<file path="src/rtl/pipeline_pkg.sv">
// ============================================================================
// Module  : pipeline_pkg
// Brief   : Shared widths, NOP encoding and fetch FSM states.
// Revision: 1.0
// ============================================================================
`default_nettype none

package pipeline_pkg;

    localparam int ADDR_W = 3;
    localparam int DATA_W = 32;

    localparam logic [DATA_W-1:0] NOP_INSTR = 32'h0000_0000;

    typedef enum logic [0:0] {
        FETCH = 1'b0,
        HALT  = 1'b1
    } fetch_state_t;

endpackage

`default_nettype wire

</file>
<file path="src/rtl/fetch_stage_if.sv">
// ============================================================================
// Module  : fetch_stage_if
// Brief   : IF/ID register handshake between fetch (master) and decode (slave).
// Revision: 1.0
// ============================================================================
`default_nettype none

interface fetch_stage_if;
    import pipeline_pkg::*;

    logic              out_valid;
    logic              out_ready;
    logic [DATA_W-1:0] out_instr;
    logic [ADDR_W-1:0] out_pc;

    modport master (
        output out_valid,
        output out_instr,
        output out_pc,
        input  out_ready
    );

    modport slave (
        input  out_valid,
        input  out_instr,
        input  out_pc,
        output out_ready
    );

endinterface

`default_nettype wire

</file>
<file path="src/rtl/fetch_stage_pc_reg.sv">
// ============================================================================
// Module  : pc_reg
// Brief   : Program counter with reset, redirect, increment and end-of-ROM wrap.
// Revision: 1.0
// ============================================================================
`default_nettype none

module pc_reg
    import pipeline_pkg::*;
#(
    parameter int NUM_INSTR = 6,
    parameter int RESET_PC  = 0
) (
    input  wire logic              clk,
    input  wire logic              rst_n,
    input  wire logic              redirect_valid,
    input  wire logic [ADDR_W-1:0] redirect_pc,
    input  wire logic              load,
    output logic      [ADDR_W-1:0] pc,
    output logic                   pc_last,
    output logic                   redirect_oob
);

    // One extra bit so NUM_INSTR == 2**ADDR_W is still representable.
    localparam logic [ADDR_W:0]   C_NUM  = (ADDR_W+1)'(NUM_INSTR);
    localparam logic [ADDR_W-1:0] C_LAST = ADDR_W'(NUM_INSTR - 1);

    logic [ADDR_W-1:0] pc_d;
    logic [ADDR_W-1:0] pc_q;

    assign pc           = pc_q;
    assign pc_last      = (pc_q == C_LAST);
    assign redirect_oob = ({1'b0, redirect_pc} >= C_NUM);

    always_comb begin
        pc_d = pc_q;
        if (redirect_valid) begin
            pc_d = redirect_oob ? '0 : redirect_pc;
        end else if (load) begin
            pc_d = pc_last ? '0 : pc_q + ADDR_W'(1);
        end
    end

    always_ff @(posedge clk) begin
        if (!rst_n) begin
            pc_q <= ADDR_W'(RESET_PC);
        end else begin
            pc_q <= pc_d;
        end
    end

endmodule

`default_nettype wire

</file>
<file path="src/rtl/fetch_stage.sv">
// ============================================================================
// Module  : fetch_stage
// Brief   : Instruction fetch: PC, combinational ROM address, IF/ID register
//           with valid/ready handshake, redirect flush and halt.
// Revision: 1.0
// ============================================================================
`default_nettype none

module fetch_stage
    import pipeline_pkg::*;
#(
    parameter int NUM_INSTR = 6,
    parameter int RESET_PC  = 0,
    parameter bit WRAP      = 1'b0
) (
    input  wire logic              clk,
    input  wire logic              rst_n,
    output logic      [ADDR_W-1:0] imem_addr,
    input  wire logic [DATA_W-1:0] imem_instr,
    input  wire logic              redirect_valid,
    input  wire logic [ADDR_W-1:0] redirect_pc,
    fetch_stage_if.master          out_if,
    output logic                   done
);

    logic [ADDR_W-1:0] pc;
    logic              pc_last;
    logic              redirect_oob;
    logic              load;

    fetch_state_t      state_d,     state_q;
    logic              out_valid_d, out_valid_q;
    logic [DATA_W-1:0] out_instr_d, out_instr_q;
    logic [ADDR_W-1:0] out_pc_d,    out_pc_q;
    logic              done_q;

    pc_reg #(
        .NUM_INSTR (NUM_INSTR),
        .RESET_PC  (RESET_PC)
    ) u_pc_reg (
        .clk            (clk),
        .rst_n          (rst_n),
        .redirect_valid (redirect_valid),
        .redirect_pc    (redirect_pc),
        .load           (load),
        .pc             (pc),
        .pc_last        (pc_last),
        .redirect_oob   (redirect_oob)
    );

    assign load = (state_q == FETCH) && (!out_valid_q || out_if.out_ready);

    always_comb begin
        state_d     = state_q;
        out_valid_d = out_valid_q;
        out_instr_d = out_instr_q;
        out_pc_d    = out_pc_q;
        if (redirect_valid) begin
            // Flush wins even when decode is accepting this cycle.
            out_valid_d = 1'b0;
            state_d     = redirect_oob ? HALT : FETCH;
        end else if (load) begin
            out_instr_d = imem_instr;
            out_pc_d    = pc;
            out_valid_d = 1'b1;
            if (pc_last && !WRAP) begin
                state_d = HALT;
            end
        end else if (out_valid_q && out_if.out_ready) begin
            out_valid_d = 1'b0;
        end
    end

    always_ff @(posedge clk) begin
        if (!rst_n) begin
            state_q     <= FETCH;
            out_valid_q <= 1'b0;
            out_instr_q <= NOP_INSTR;
            out_pc_q    <= '0;
            done_q      <= 1'b0;
        end else begin
            state_q     <= state_d;
            out_valid_q <= out_valid_d;
            out_instr_q <= out_instr_d;
            out_pc_q    <= out_pc_d;
            done_q      <= (state_d == HALT);
        end
    end

    assign imem_addr        = pc;
    assign done             = done_q;
    assign out_if.out_valid = out_valid_q;
    assign out_if.out_instr = out_instr_q;
    assign out_if.out_pc    = out_pc_q;

endmodule

`default_nettype wire

</file>
<file path="src/flat_wrapper.sv">
// flat-port wrapper written by rule: the top's interface ports become plain ports
module fetch_stage_flat import pipeline_pkg::*;
#(
    parameter int NUM_INSTR = 6,
    parameter int RESET_PC  = 0,
    parameter bit WRAP      = 1'b0
)
  (clk, rst_n, imem_addr, imem_instr, redirect_valid, redirect_pc, done, out_if_out_valid, out_if_out_instr, out_if_out_pc, out_if_out_ready);
  fetch_stage_if out_if_i ();
  input  wire logic clk;
  input  wire logic rst_n;
  output logic      [ADDR_W-1:0] imem_addr;
  input  wire logic [DATA_W-1:0] imem_instr;
  input  wire logic redirect_valid;
  input  wire logic [ADDR_W-1:0] redirect_pc;
  output logic done;
  output wire logic [$bits(out_if_i.out_valid)-1:0] out_if_out_valid;
  output wire logic [$bits(out_if_i.out_instr)-1:0] out_if_out_instr;
  output wire logic [$bits(out_if_i.out_pc)-1:0] out_if_out_pc;
  input wire logic [$bits(out_if_i.out_ready)-1:0] out_if_out_ready;
  assign out_if_out_valid = out_if_i.out_valid;
  assign out_if_out_instr = out_if_i.out_instr;
  assign out_if_out_pc = out_if_i.out_pc;
  assign out_if_i.out_ready = out_if_out_ready;
  fetch_stage #(.NUM_INSTR(NUM_INSTR), .RESET_PC(RESET_PC), .WRAP(WRAP)) u_core (.clk(clk), .rst_n(rst_n), .imem_addr(imem_addr), .imem_instr(imem_instr), .redirect_valid(redirect_valid), .redirect_pc(redirect_pc), .out_if(out_if_i), .done(done));
endmodule
</file>
<file path="config.mk">
export PLATFORM = sky130hd
export DESIGN_NAME = fetch_stage_flat
export DESIGN_NICKNAME = d
export VERILOG_FILES = /design/src/rtl/pipeline_pkg.sv /design/src/rtl/fetch_stage_if.sv /design/src/rtl/fetch_stage_pc_reg.sv /design/src/rtl/fetch_stage.sv /design/src/flat_wrapper.sv
export SDC_FILE = /design/constraint.sdc
export NUM_CORES = 1
export LEC_CHECK = 0
export ABC_AREA = 0
export CORE_MARGIN = 2
export CORE_UTILIZATION = 40
export CTS_CLUSTER_SIZE = 28
export DETAILED_ROUTE_END_ITERATION = 16
export GPL_ROUTABILITY_DRIVEN = 0
export GPL_TIMING_DRIVEN = 0
export PLACE_DENSITY = 0.78
export REMOVE_ABC_BUFFERS = 1
export SYNTH_ARGS = -nofsm -noshare
export SYNTH_HDL_FRONTEND = slang
export SYNTH_SLANG_ARGS = --single-unit
</file>
<file path="constraint.sdc">
create_clock -name clk -period 1.65 [get_ports clk]
set_input_delay 0.33 -clock clk [delete_from_list [all_inputs] [get_ports clk]]
set_output_delay 0.33 -clock clk [all_outputs]
set_load 0.05 [all_outputs]
</file>
==> impl_results.md <==
- Setup CP Type: reg -> out
- Die Area: roughly 0.0047 sq mm
- Slowest-stage cell, CP: dlygate4sd2_1
- Placed Instances: 304
- H-tree levels: 2
- R2R Path Start: u_core.state_q$_SDFFE_PN0P_
- Final core utilization: between 60 and 70%
- Total Power: about 2.3 mW
- Hold-critical path depth: 2
- Hold Crit Endpoint: u_core.out_if.out_instr[31]$_SDFFE_PN0P_
- Initial drt markers: 82
- Drt first pass iters: 4
- Number of global-route vias before repair: between 1k and 1.5k
- Final nets: ~300
- Mapped Cells: about 190
- Remaining global-route overflow: 0
- Max reg flops: 32
- Sequential element share of the synthesized area: 48.52%
- Clk_skew: ~0.0045 ns
- Static Leakage: 1.217 nW
- Detailed-placement wirelength estimate: 2664 um
- Sum of buffers and inverters on the critical path: 1
- Clock Latency Late Sink: between 0.2 and 0.3 ns
- Setup WS post-layout: approximately 0.044 ns
- Via count: approximately 1.5k
- Cts bufs inserted: 5
- Final Cycle Share: 97.35%
- Synthesized cell area: between 0.0015 and 0.002 sq mm
- Outcome: finished clean
- Worst path cell trace: dlygate4sd2_1
- Post-Route WL: about 3700 um
- Final Hold Vio Count: 0
- Syn Area/Cell: slightly below 9 sq um
- First-pass GRT wire length: between 5000 and 6000 um
- I/O pin total: 79
- WP data required: 1.32 ns
- Initial core utilization: 41.56%
- Clock sinks: 40
- Largest net degree at the start of global routing: 53
- Chip height: approximately 70 um
- Delay-heaviest family, CP: buffers and inverters
- Via density per instance: between 4 and 5
- Max_cap viols: 0
- Worst path max stage delay: 0.56 ns
- Initial antenna violation count: 0
- GRT Total Usage: about 17%
- Final std cells w/o fill: 315
- Tightest Pin Transition: 0.5122 ns
- R2r setup slk: approximately 0.20 ns
- # DRC: 0
- Clk root buf: clkbuf_8
- Max frequency: 0.6225 GHz
- Final Setup Violations: 0
- CP Launch Type: flop
- Register bit total from synthesis: 40
- I/O Buffers: between 70 and 80
- Clk slew on worst S/H paths: 0.07 ns
- Pre-CTS setup slack: -0.7897 ns
- CP Max Fanout: 6
- Setup TNS: 0 ns
- Hold Crit Start: u_core.out_if.out_instr[31]$_SDFFE_PN0P_
- Post-CTS Hold Buffers: 0
- Row cnt: 23
- RSZ-0062 raised after global routing: no
- Die W: approximately 68 um
- WHS: 0.4532 ns
- CTS tree: done
- Hold Crit Class: reg -> reg
- Number of diodes: 0
- Finished layout cell area: about 0.0026 sq mm
- Relative slew slack: between 60% and 70%
- Post-synth cell types: 22
- Deepest clock path buffer count: 2
- ANT nets after route: 0
- Crit end category: primary output
- Layout cells sized above 1: 6.792%
- Crit path DAT: 1.28 ns
- DR WL/cell: around 12 um
- VDD IR-drop max: ~0.43 mV
- Post-DP Area: 0.002490 sq mm
- Worst reg-to-reg path cell count: 3
- Warnings from Yosys: 0
- Power density cells: slightly above 900 mW/mm^2
- CORE AREA: 0.003971 sq mm
- Minimum clock period: 1.606 ns
- Pins Over Slew Limit: 0
- Worst r2r dst: u_core.u_pc_reg.pc[1]$_SDFFE_PN0P_
- Layout area overhead: 54.97%
==> synthesized netlist by cell type <==
cell type / instances / area [sq um]
nand2_1: 72 / 270.3
dfxtp_1: 40 / 800.8
mux2i_1: 34 / 340.3
clkbuf_1: 9 / 33.78
a21oi_1: 3 / 15.01
buf_4: 3 / 22.52
inv_1: 3 / 11.26
o21ai_0: 3 / 15.01
nand2b_1: 2 / 12.51
nor3_1: 2 / 10.01
nor4b_1: 2 / 17.52
o311a_1: 2 / 20.02
a221oi_1: 1 / 8.760
a311oi_1: 1 / 8.760
buf_2: 1 / 5.000
buf_6: 1 / 11.26
nor2_1: 1 / 3.750
nor2b_4: 1 / 13.76
o21a_1: 1 / 7.510
o21bai_1: 1 / 7.510
or2b_1: 1 / 7.510
or4_1: 1 / 7.510
==> logic make-up (layout without fill, tap and decap cells) <==
| kind of cell | Yosys count | after routing | share of synthesized area [%] |
|---|---|---|---|
| compound gates | 12 | 12 | 5.004 |
| buf+inv | 17 | 97 | 5.079 |
| flops | 40 | 40 | 48.52 |
| mux | 34 | 34 | 20.62 |
| simple gates | 82 | 82 | 20.77 |
==> cells in the final DEF, fill, tap and decap left out, drive strengths merged <==
cell	netlist	final
nand2	72	72
dfxtp	40	40
dlygate4sd2	0	39
clkdlybuf4s50	0	36
mux2i	34	34
clkbuf	9	9
buf	5	9
inv	3	3
o21ai	3	3
a21oi	3	3
nand2b	2	2
nor4b	2	2
o311a	2	2
nor3	2	2
nor2b	1	1
o21a	1	1
or2b	1	1
or4	1	1
a311oi	1	1
nor2	1	1
a221oi	1	1
o21bai	1	1
dlymetal6s2s	0	1
==> metal layers <==
| metal | vias to the layer above | track usage (%) | share of wire, % |
|---|---|---|---|
| met5 | - | 0 | 0 |
| met4 | 0 | 7.500 | 1.2 |
| met3 | 5 | 4.441 | 7.8 |
| met2 | 43 | 26.94 | 47 |
| met1 | 647 | 20.59 | 44 |
| li1 | 763 | - | - |
==> how the worst max path moves through the flow <==
stage	startpoint	endpoint	slack, ns	cells past startpoint
floorplan	u_core.out_if.out_valid$_SDFFE_PP0P_	u_core.out_if.out_instr[0]$_SDFFE_PN0P_	-2.89	3
CTS	u_core.state_q$_SDFFE_PN0P_	done	0.01	1
global placement	redirect_valid	u_core.out_if.out_instr[25]$_SDFFE_PN0P_	-4.46	3
finish	u_core.u_pc_reg.pc[2]$_SDFFE_PN0P_	imem_addr[2]	0.04	1
global route	u_core.u_pc_reg.pc[1]$_SDFFE_PN0P_	imem_addr[1]	0.0002	1
detailed placement	redirect_valid	u_core.out_if.out_instr[30]$_SDFFE_PN0P_	-0.79	6
==> power by group <==
| group | switching (mW) | leakage (nW) | internal (mW) |
|---|---|---|---|
| Sequential | 0.0363 | 0.329 | 1.03 |
| Clock | 0.314 | 0.0455 | 0.341 |
| Combinational | 0.386 | 0.842 | 0.240 |
==> cell type report <==
| type | count | area (sq um) |
|---|---|---|
| flip-flops and latches | 40 | 800.8 |
| fillers | 355 | 1414 |
| well taps | 50 | 62.56 |
| multi-input cells | 128 | 777.0 |
| clock buffers | 8 | 90.09 |
| inverters | 3 | 11.26 |
| repair buffers | 86 | 815.8 |
==> repair_timing <==
item                       CTS  global route
setup endpoints to repair   70             9
pin swaps                    1             0
gates cloned                 0             0
gates resized for setup     42             2
setup buffers                1             2
No activity file was read; power rests on OpenSTA's default activity.
